==> src/rtl/vector_pkg.sv <==
// vector_pkg: coordinate type and scan FSM states shared by the scan generator.
package vector_pkg;
    localparam int FP_W = 32;
    typedef logic [FP_W-1:0] fp;
    typedef enum logic [1:0] {IDLE, RUN, DRAIN} scan_state_t;
endpackage

==> src/rtl/pixel_scan_gen_credit.sv <==
// credit_counter: tracks accepted-but-unretired coordinates and flags retires with nothing outstanding.
module credit_counter #(
    parameter int MAX_INFLIGHT = 16,
    parameter int CNT_W = $clog2(MAX_INFLIGHT + 1)
) (
    input  logic             out_stream_aclk,
    input  logic             periph_resetn,
    input  logic             inc,
    input  logic             dec,
    output logic [CNT_W-1:0] count,
    output logic             has_credit,
    output logic             underflow
);
    logic dec_ok;
    assign dec_ok = dec && count != '0;
    assign has_credit = count < CNT_W'(MAX_INFLIGHT);
    // inc is only ever raised while has_credit, so count cannot pass MAX_INFLIGHT
    always_ff @(posedge out_stream_aclk or negedge periph_resetn) begin
        if (!periph_resetn) begin
            count     <= '0;
            underflow <= 1'b0;
        end else begin
            count     <= count + CNT_W'(inc) - CNT_W'(dec_ok);
            underflow <= underflow | (dec & ~|count);
        end
    end
endmodule

==> src/rtl/pixel_scan_gen.sv <==
// pixel_scan_gen: raster scan of fixed-point (x, y) coordinates with valid/ready
// handshake and an in-flight credit limit toward the ray-march pipeline.
module pixel_scan_gen
    import vector_pkg::*;
#(
    parameter int H_RES        = 640,
    parameter int V_RES        = 480,
    parameter int COORD_W      = FP_W,
    parameter int MAX_INFLIGHT = 16,
    parameter int CNT_W        = $clog2(MAX_INFLIGHT + 1)
) (
    input  logic               out_stream_aclk,
    input  logic               periph_resetn,
    input  logic               cfg_start,
    input  logic               cfg_continuous,
    input  logic [COORD_W-1:0] cfg_x0,
    input  logic [COORD_W-1:0] cfg_y0,
    input  logic [COORD_W-1:0] cfg_step,
    output logic [COORD_W-1:0] coord_x,
    output logic [COORD_W-1:0] coord_y,
    output logic               coord_sof,
    output logic               coord_eol,
    output logic               coord_valid,
    input  logic               coord_ready,
    input  logic               retire,
    output logic               busy,
    output logic               frame_done,
    output logic [CNT_W-1:0]   inflight,
    output logic               err_underflow
);
    localparam int CW = H_RES > 1 ? $clog2(H_RES) : 1;
    localparam int RW = V_RES > 1 ? $clog2(V_RES) : 1;
    localparam logic [CW-1:0] COL_LAST = CW'(H_RES - 1);
    localparam logic [RW-1:0] ROW_LAST = RW'(V_RES - 1);

    scan_state_t        state;
    logic [CW-1:0]      col;
    logic [RW-1:0]      row;
    logic [COORD_W-1:0] x0_s, step_s;
    logic               has_credit, accept, relaunch;

    assign coord_valid = state == RUN && has_credit;
    assign accept      = coord_valid && coord_ready;
    assign coord_sof   = coord_valid && col == '0 && row == '0;
    assign coord_eol   = coord_valid && col == COL_LAST;
    assign busy        = state != IDLE;
    assign relaunch    = (state == IDLE && (cfg_start || cfg_continuous)) ||
                         (state == DRAIN && frame_done && cfg_continuous);

    credit_counter #(.MAX_INFLIGHT(MAX_INFLIGHT), .CNT_W(CNT_W)) u_credit (
        .out_stream_aclk(out_stream_aclk),
        .periph_resetn  (periph_resetn),
        .inc            (accept),
        .dec            (retire),
        .count          (inflight),
        .has_credit     (has_credit),
        .underflow      (err_underflow)
    );

    // frame_done is a one-cycle DRAIN sub-step; the exit decision waits for it
    always_ff @(posedge out_stream_aclk or negedge periph_resetn) begin
        if (!periph_resetn) begin
            state      <= IDLE;
            col        <= '0;
            row        <= '0;
            coord_x    <= '0;
            coord_y    <= '0;
            x0_s       <= '0;
            step_s     <= '0;
            frame_done <= 1'b0;
        end else begin
            frame_done <= state == DRAIN && !frame_done && inflight == '0;
            if (relaunch) begin
                state   <= RUN;
                col     <= '0;
                row     <= '0;
                coord_x <= cfg_x0;
                coord_y <= cfg_y0;
                x0_s    <= cfg_x0;
                step_s  <= cfg_step;
            end else if (state == DRAIN && frame_done) begin
                state <= IDLE;
            end else if (accept) begin
                if (col != COL_LAST) begin
                    col     <= col + 1'b1;
                    coord_x <= coord_x + step_s;
                end else if (row != ROW_LAST) begin
                    col     <= '0;
                    row     <= row + 1'b1;
                    coord_x <= x0_s;
                    coord_y <= coord_y + step_s;
                end else begin
                    state <= DRAIN;
                end
            end
        end
    end
endmodule

==> config.mk <==
export PLATFORM = sky130hd
export DESIGN_NAME = pixel_scan_gen
export DESIGN_NICKNAME = d
export VERILOG_FILES = /design/src/rtl/vector_pkg.sv /design/src/rtl/pixel_scan_gen_credit.sv /design/src/rtl/pixel_scan_gen.sv
export SDC_FILE = /design/constraint.sdc
export NUM_CORES = 1
export LEC_CHECK = 0
export CAP_MARGIN = 30
export CORE_UTILIZATION = 54
export DETAILED_ROUTE_END_ITERATION = 6
export PLACE_DENSITY = 0.78
export SETUP_SLACK_MARGIN = 0.4
export SLEW_MARGIN = 0
export SYNTH_ARGS = -nofsm -noshare
export SYNTH_HDL_FRONTEND = slang
export SYNTH_SLANG_ARGS = --single-unit
==> constraint.sdc <==
create_clock -name out_stream_aclk -period 3.2 [get_ports out_stream_aclk]
set_input_delay 0.32 -clock out_stream_aclk [delete_from_list [all_inputs] [get_ports out_stream_aclk]]
set_output_delay 0.32 -clock out_stream_aclk [all_outputs]
set_load 0.005 [all_outputs]
### Word level (Yosys, flattened, before mapping)

Cells that the tools add are included.

| cells by class | value |
|---|---|
| add/sub/neg operators | 6 |
| $mul | 0 |
| div/mod/pow operators | 0 |
| $lt $le $gt $ge | 1 |
| equality and inequality tests | 9 |
| shift operators | 0 |
| mux-type cells | 25 |
| bitwise operators | 2 |
| reductions and logical operators | 29 |

Operators with widths:

| kind | count |
|---|---|
| 32-bit two-way mux | 10 |
| 32-bit adder | 2 |
| 10-bit two-way mux | 5 |
| 9-bit two-way mux | 5 |
| 1-bit logical AND | 11 |
| 10-bit by 1-bit adder with 10-bit output, second input constant | 1 |
| 10-bit == test, second input constant | 1 |
| 10-bit logical NOT | 1 |
| 2-bit two-way mux | 5 |
| 10-bit inequality test, second input constant | 1 |
| 9-bit by 1-bit adder with 9-bit output, second input constant | 1 |
| 9-bit logical NOT | 1 |
| 9-bit inequality test, second input constant | 1 |
| 3-bit inequality test, second input constant | 2 |
| 3-bit AND reduction | 2 |
| 2-bit nonzero test | 3 |
| 3-bit nonzero test | 2 |
| 5-bit by 1-bit adder with 5-bit output | 1 |
| 5-bit logical NOT | 1 |
| 5-bit less-than comparator, second input constant | 1 |
| 5-bit nonzero test | 1 |
| 5-bit OR reduction | 1 |
| 5-bit by 1-bit subtractor with 5-bit output | 1 |
| 2-bit inequality test, second input constant | 2 |
| 8 further kinds | 10 |

| word-level totals | value |
|---|---|
| register bits | 156 |
| bits in latches | 0 |
| RAM bits | 0 |
| memory bits (read-only) | 0 |
| bits of input ports | 102 |
| output and inout port bits | 75 |
| word-level logic and storage cells | 82 |
| memories | 0 |

### Depth between registers and ports, before layout

Gate-level depths: netlist of the first run.

| logic depth | value |
|---|---|
| depth in word-level cells | 6 |
| mapped depth | 14 |
| gate-level depth less buffers | 14 |

### Hierarchy

From an unflattened synthesis of the first run, not the netlist that was laid out.

| unflattened totals | value |
|---|---|
| cell total of the unflattened synthesis | 1,208 |
| area total of the unflattened synthesis | 10,050.9 µm² |

By module, submodules not included:

| module | instances | cells an instance | area each (µm²) | sequential area each (µm²) |
|---|---|---|---|---|
| pixel_scan_gen | 1 | 1,173 | 9,670.5 | 3,753.6 |
| credit_counter | 1 | 35 | 380.4 | 150.1 |

### Worst setup path before layout of the first run

OpenSTA, ideal clock, no wires.

| timing path | value |
|---|---|
| path type | flip-flop to flip-flop |
| start | register coord_x[0] |
| end | register coord_x[28] |
| setup time | 0.065 ns |
| data arrival time | 2.872 ns |
| required time | 3.135 ns |
| path slack | 0.263 ns |
| cell stages (with the launch flop) | 13 |
| path buffers | 0 |
| period minus slack after synthesis | 2.937 ns |
| cells stage by stage | dfrtp_1 -> ha_1 -> fa_1 -> a21o_1 -> a21o_4 -> a2111oi_4 -> o31a_4 -> a31o_4 -> a211oi_2 -> a211oi_2 -> xor2_1 -> o32ai_1 -> o21a_1 |

| between the ends | value |
|---|---|
| word-level cells in the longest chain between the ends | 5 |

Ends and longest elaborated chain:

| what | RTL line | source |
|---|---|---|
| from (decl) | pixel_scan_gen.sv:19 | `output logic [COORD_W-1:0] coord_x,` |
| from (signal assigned) | pixel_scan_gen.sv:77 | `coord_x <= cfg_x0;` |
| from (signal assigned) | pixel_scan_gen.sv:86 | `coord_x <= coord_x + step_s;` |
| from (signal assigned) | pixel_scan_gen.sv:90 | `coord_x <= x0_s;` |
| 32-bit adder | pixel_scan_gen.sv:86 |  |
| 32-bit two-way mux | pixel_scan_gen.sv:84 | `if (col != COL_LAST) begin` |
| 32-bit two-way mux | pixel_scan_gen.sv:83 | `end else if (accept) begin` |
| 32-bit two-way mux | pixel_scan_gen.sv:81 | `end else if (state == DRAIN && frame_done) begin` |
| 32-bit two-way mux | pixel_scan_gen.sv:73 | `if (relaunch) begin` |

No other way between the ends. The select of a mux whose other input is x is not followed.
A chain may end at the register's enable or synchronous reset.

### Worst setup path after layout of the first run

| timing path | value |
|---|---|
| start | register step_s[0] |
| end | register coord_x[30] |

| between the ends | value |
|---|---|
| word-level cells in the longest chain between the ends | 5 |

Ends and longest elaborated chain:

| what | RTL line | source |
|---|---|---|
| from (decl) | pixel_scan_gen.sv:39 | `logic [COORD_W-1:0] x0_s, step_s;` |
| from (signal assigned) | pixel_scan_gen.sv:80 | `step_s <= cfg_step;` |
| 32-bit adder | pixel_scan_gen.sv:86 |  |
| 32-bit two-way mux | pixel_scan_gen.sv:84 |  |
| 32-bit two-way mux | pixel_scan_gen.sv:83 |  |
| 32-bit two-way mux | pixel_scan_gen.sv:81 |  |
| 32-bit two-way mux | pixel_scan_gen.sv:73 |  |

No other way between the ends. The select of a mux whose other input is x is not followed.

==> reports/metrics.yaml, run 1 <==
outcome:
  status: "finished, violations left"
  violations: "DRC"
synthesis:
  synthFlopType: "dfrtp_1"
  yosys_warnings: 0
  yosysSeqAreaShare_pct: 38.7
  yosys.area_share.simple_pct: 19.9
  synthCells: 1202
  synth_edf_count: 0
  synth_area_mm2: 0.0101
  synth_xor_area_share_pct: 5.91
  synth_seq_cells: 156
  synth_compound_area_share_pct: 22.4
  syn_avg_cell_area_um2: 8.38
  ys_async_sr_fraction_pct: 100
  muxShareOfSynthArea_pct: 0.0993
  syn_nets: 1379
  synth_area_leaders: "dfrtp_1 (39%), nand2_1 (10%), ha_1 (8.9%), a21oi_1 (5.5%), o21ai_0 (3.7%)"
  yosysTopAreaCell: "dfrtp_1"
  synth_top_family_by_area: "compound AO/OA/AOI/OAI gates"
  synth_top_area_share_pct: 38.7
  ys_types: 71
  synthAdderAreaFrac_pct: 9.54
die:
  die_area_mm2: 0.0192
  fp.dieH_um: 139
  coreArea_mm2: 0.0181
  row_count: 49
  start_util_pct: 55.5
  ioPinCount: 177
  die_w_um: 139
placement:
  gp_congestion: 0.919
  dp_hpwl_mm: 22.0
  io_buffers: 176
  place_ws_ns: 0.0946
drt:
  avgViaCountPerCell: 5.94
  drc: 11
  routed_wl_mm: 30.5
  first_iter_violations: 823
  wl_per_cell_um: 18.8
  via_count: 9635
  dr.pass1.iters: 7
  ant_nets: 0
finish:
  fin_util_pct: 72.7
  drive_gt1_share_pct: 11.2
  nets: 1558
  area_delta_synth_final_pct: 30.9
  antenna_cells: 0
cts:
  clk_latency_ns: 0.44
  ctsHtreeMaxLevel: 4
  clockBufferDepth: 2
  tritoncts.num_buffers: 17
  cts_root_buf: "clkbuf_16"
  path_clk_slew_ns: 0.07
  cts_tree: "built"
  cts.sinks: 156
power:
  p_leak_nw: 6.00
  total_power_mw: 15.4
  vdd_drop_max_v: 0.000657
  p_per_area_mw_per_mm2: 1170
sta:
  finalMaxSlewViolations: 0
  tightest_slew_ns: 0.817
  rsz0062_at_grt: "yes"
  min_period_ns: 2.91
  fin_crit_sh_pct: 90.9
  skew_ns: 0.0141
  max-slew-margin-rel_pct: 45.6
  final-setup-viol-count: 0
  setup_ws_ns: 0.292
  final_hold_viol_count: 0
  setup_tns_ns: 0
  fmax_mhz: 344
critical_path:
  cp_data_arrival_time_ns: 3.21
  crit_fanout: 4
  crit_path_end_kind: "flip-flop"
  critPathKind: "flip-flop to flip-flop"
  crit_required_ns: 3.51
  start_kind: "flip-flop"
global_route:
  grt_max_degree: 83
  grt_pass1_wl_mm: 49.2
  grt.overflow.total: 0
  antenna_found_initial: 0
  globalRouteTotalUtil_pct: 32.3
  grt_pass1_vias: 9420
flow_run:
  max-cap-violations: 0
min_path:
  min_path_type: "input port to flip-flop"
==> cells by family (layout without fill, tap and decap cells) <==
| family | count (synthesis) | count (layout) |
|---|---|---|
| buf+inv | 87 | 279 |
| mux | 1 | 1 |
| fa+ha+maj | 75 | 75 |
| flops | 156 | 156 |
| simple gates | 465 | 465 |
| xor+xnor | 68 | 68 |
| compound gates | 350 | 350 |
==> cells in the mapped netlist (15+ instances only) <==
library cell and number:
and3_1 15, a31oi_1 16, nand2_1 281, xnor2_1 31
inv_1 29, dfrtp_1 156, ha_1 72, clkbuf_1 40
nand4_1 19, o22ai_1 15, a21oi_1 110, nand3_1 22
a21o_1 40, nor2_1 79, xor2_1 37, o21ai_0 75
==> per-stage QoR <==
step,instance area (um^2),cells,hold slack [ns]
after floorplan,10100,1202,0.0244
after global placement,12100,1573,0.424
after detailed placement,12100,1573,0.432
after CTS,12900,1615,0.399
after global routing,13200,1623,0.412
final,13200,1623,0.404
==> placed cells by master, fill, tap and decap left out, types with 11 or more instances in the layout <==
master / instances
clkdlybuf4s50_1: 175
xnor2_1: 31
a21oi_1: 99
dfrtp_1: 153
nor2_1: 79
nand4_1: 19
a31oi_1: 13
inv_1: 29
clkbuf_16: 17
o22ai_1: 15
nand2_1: 278
xor2_1: 36
and3_1: 13
o21ai_0: 66
o21ai_1: 14
a21oi_2: 13
a21o_1: 39
o211ai_1: 14
nor3_1: 11
buf_4: 39
ha_1: 61
nand3_1: 21
==> power breakdown <==
part / internal [mW] / switching, mW / total [mW]
Clock: 1.22 / 0.870 / 2.09
Sequential: 2.84 / 0.954 / 3.79
Combinational: 4.50 / 5.03 / 9.52
==> what timing repair did <==
item	CTS	global route
endpoints found under the hold margin	68	0
buffers inserted	9	8
resized for setup	13	60
endpoints found under the setup margin	18	41
pin swaps	15	16
hold buffers	1	0
==> final timing paths <==
path	startpoint	cells after the start	slack, ns	to
setup / recovery	step_s[0]	12	0.29	coord_x[30]
hold / removal	cfg_step[8]	3	0.40	step_s[8]
setup reg to reg	step_s[0]	12	0.29	coord_x[30]
hold reg to reg	u_credit.underflow	1	0.47	u_credit.underflow
max in group asynchronous	periph_resetn	3	1.95	x0_s[30]
min in group asynchronous	periph_resetn	2	0.50	coord_x[29]
==> per-layer routing <==
layer / global-route usage (%) / up-vias / share of wire (%) / routed length [um]
met5: 0 / - / 0 / 0
met2: 53.0 / 349 / 48 / 14500
met4: 11.9 / 0 / 3.2 / 969
met3: 6.25 / 65 / 5.8 / 1760
met1: 42.7 / 4611 / 43 / 13300
li1: - / 4610 / - / -
==> sequential cells by signal, summed over array words and instances, names as in the netlist <==
register,cells
u_credit.underflow,1
state,2
coord_y,32
step_s,32
coord_x,32
u_credit.count,5
x0_s,32
col,10
row,9
frame_done,1
==> worst max-delay path, cell delays in order (launching register included) <==
cell and delay [ns]:
dfrtp_2 0.44, ha_4 0.18, fa_2 0.33, a21o_1 0.19, a21o_4 0.22, a2111oi_4 0.38, o31a_4 0.22, a31o_4 0.17
nand3b_4 0.08, a21oi_4 0.22, o41ai_2 0.10, xnor2_1 0.15, o21ai_1 0.09
==> area by class of cell <==
type	instances	area (um^2)
tap	229	287
inverter	29	109
multi-input combinational	959	6170
fill	1421	4960
clock buffer	20	467
clock inverter	12	139
timing repair buffer	218	2110
sequential	156	3910
Note: power is estimated with default switching activity, not from simulation.
==> run 2: changes to the inputs <==
--- a/config.mk
+++ b/config.mk
@@ -5,6 +5,7 @@
 export SDC_FILE = /design/constraint.sdc
 export NUM_CORES = 1
 export LEC_CHECK = 0
+export ABC_CLOCK_PERIOD_IN_PS = 3200
 export CAP_MARGIN = 30
 export CORE_UTILIZATION = 54
 export DETAILED_ROUTE_END_ITERATION = 6
==> results of run 2 <==
The final DEF is identical to that of run 1; final timing and power are the same.
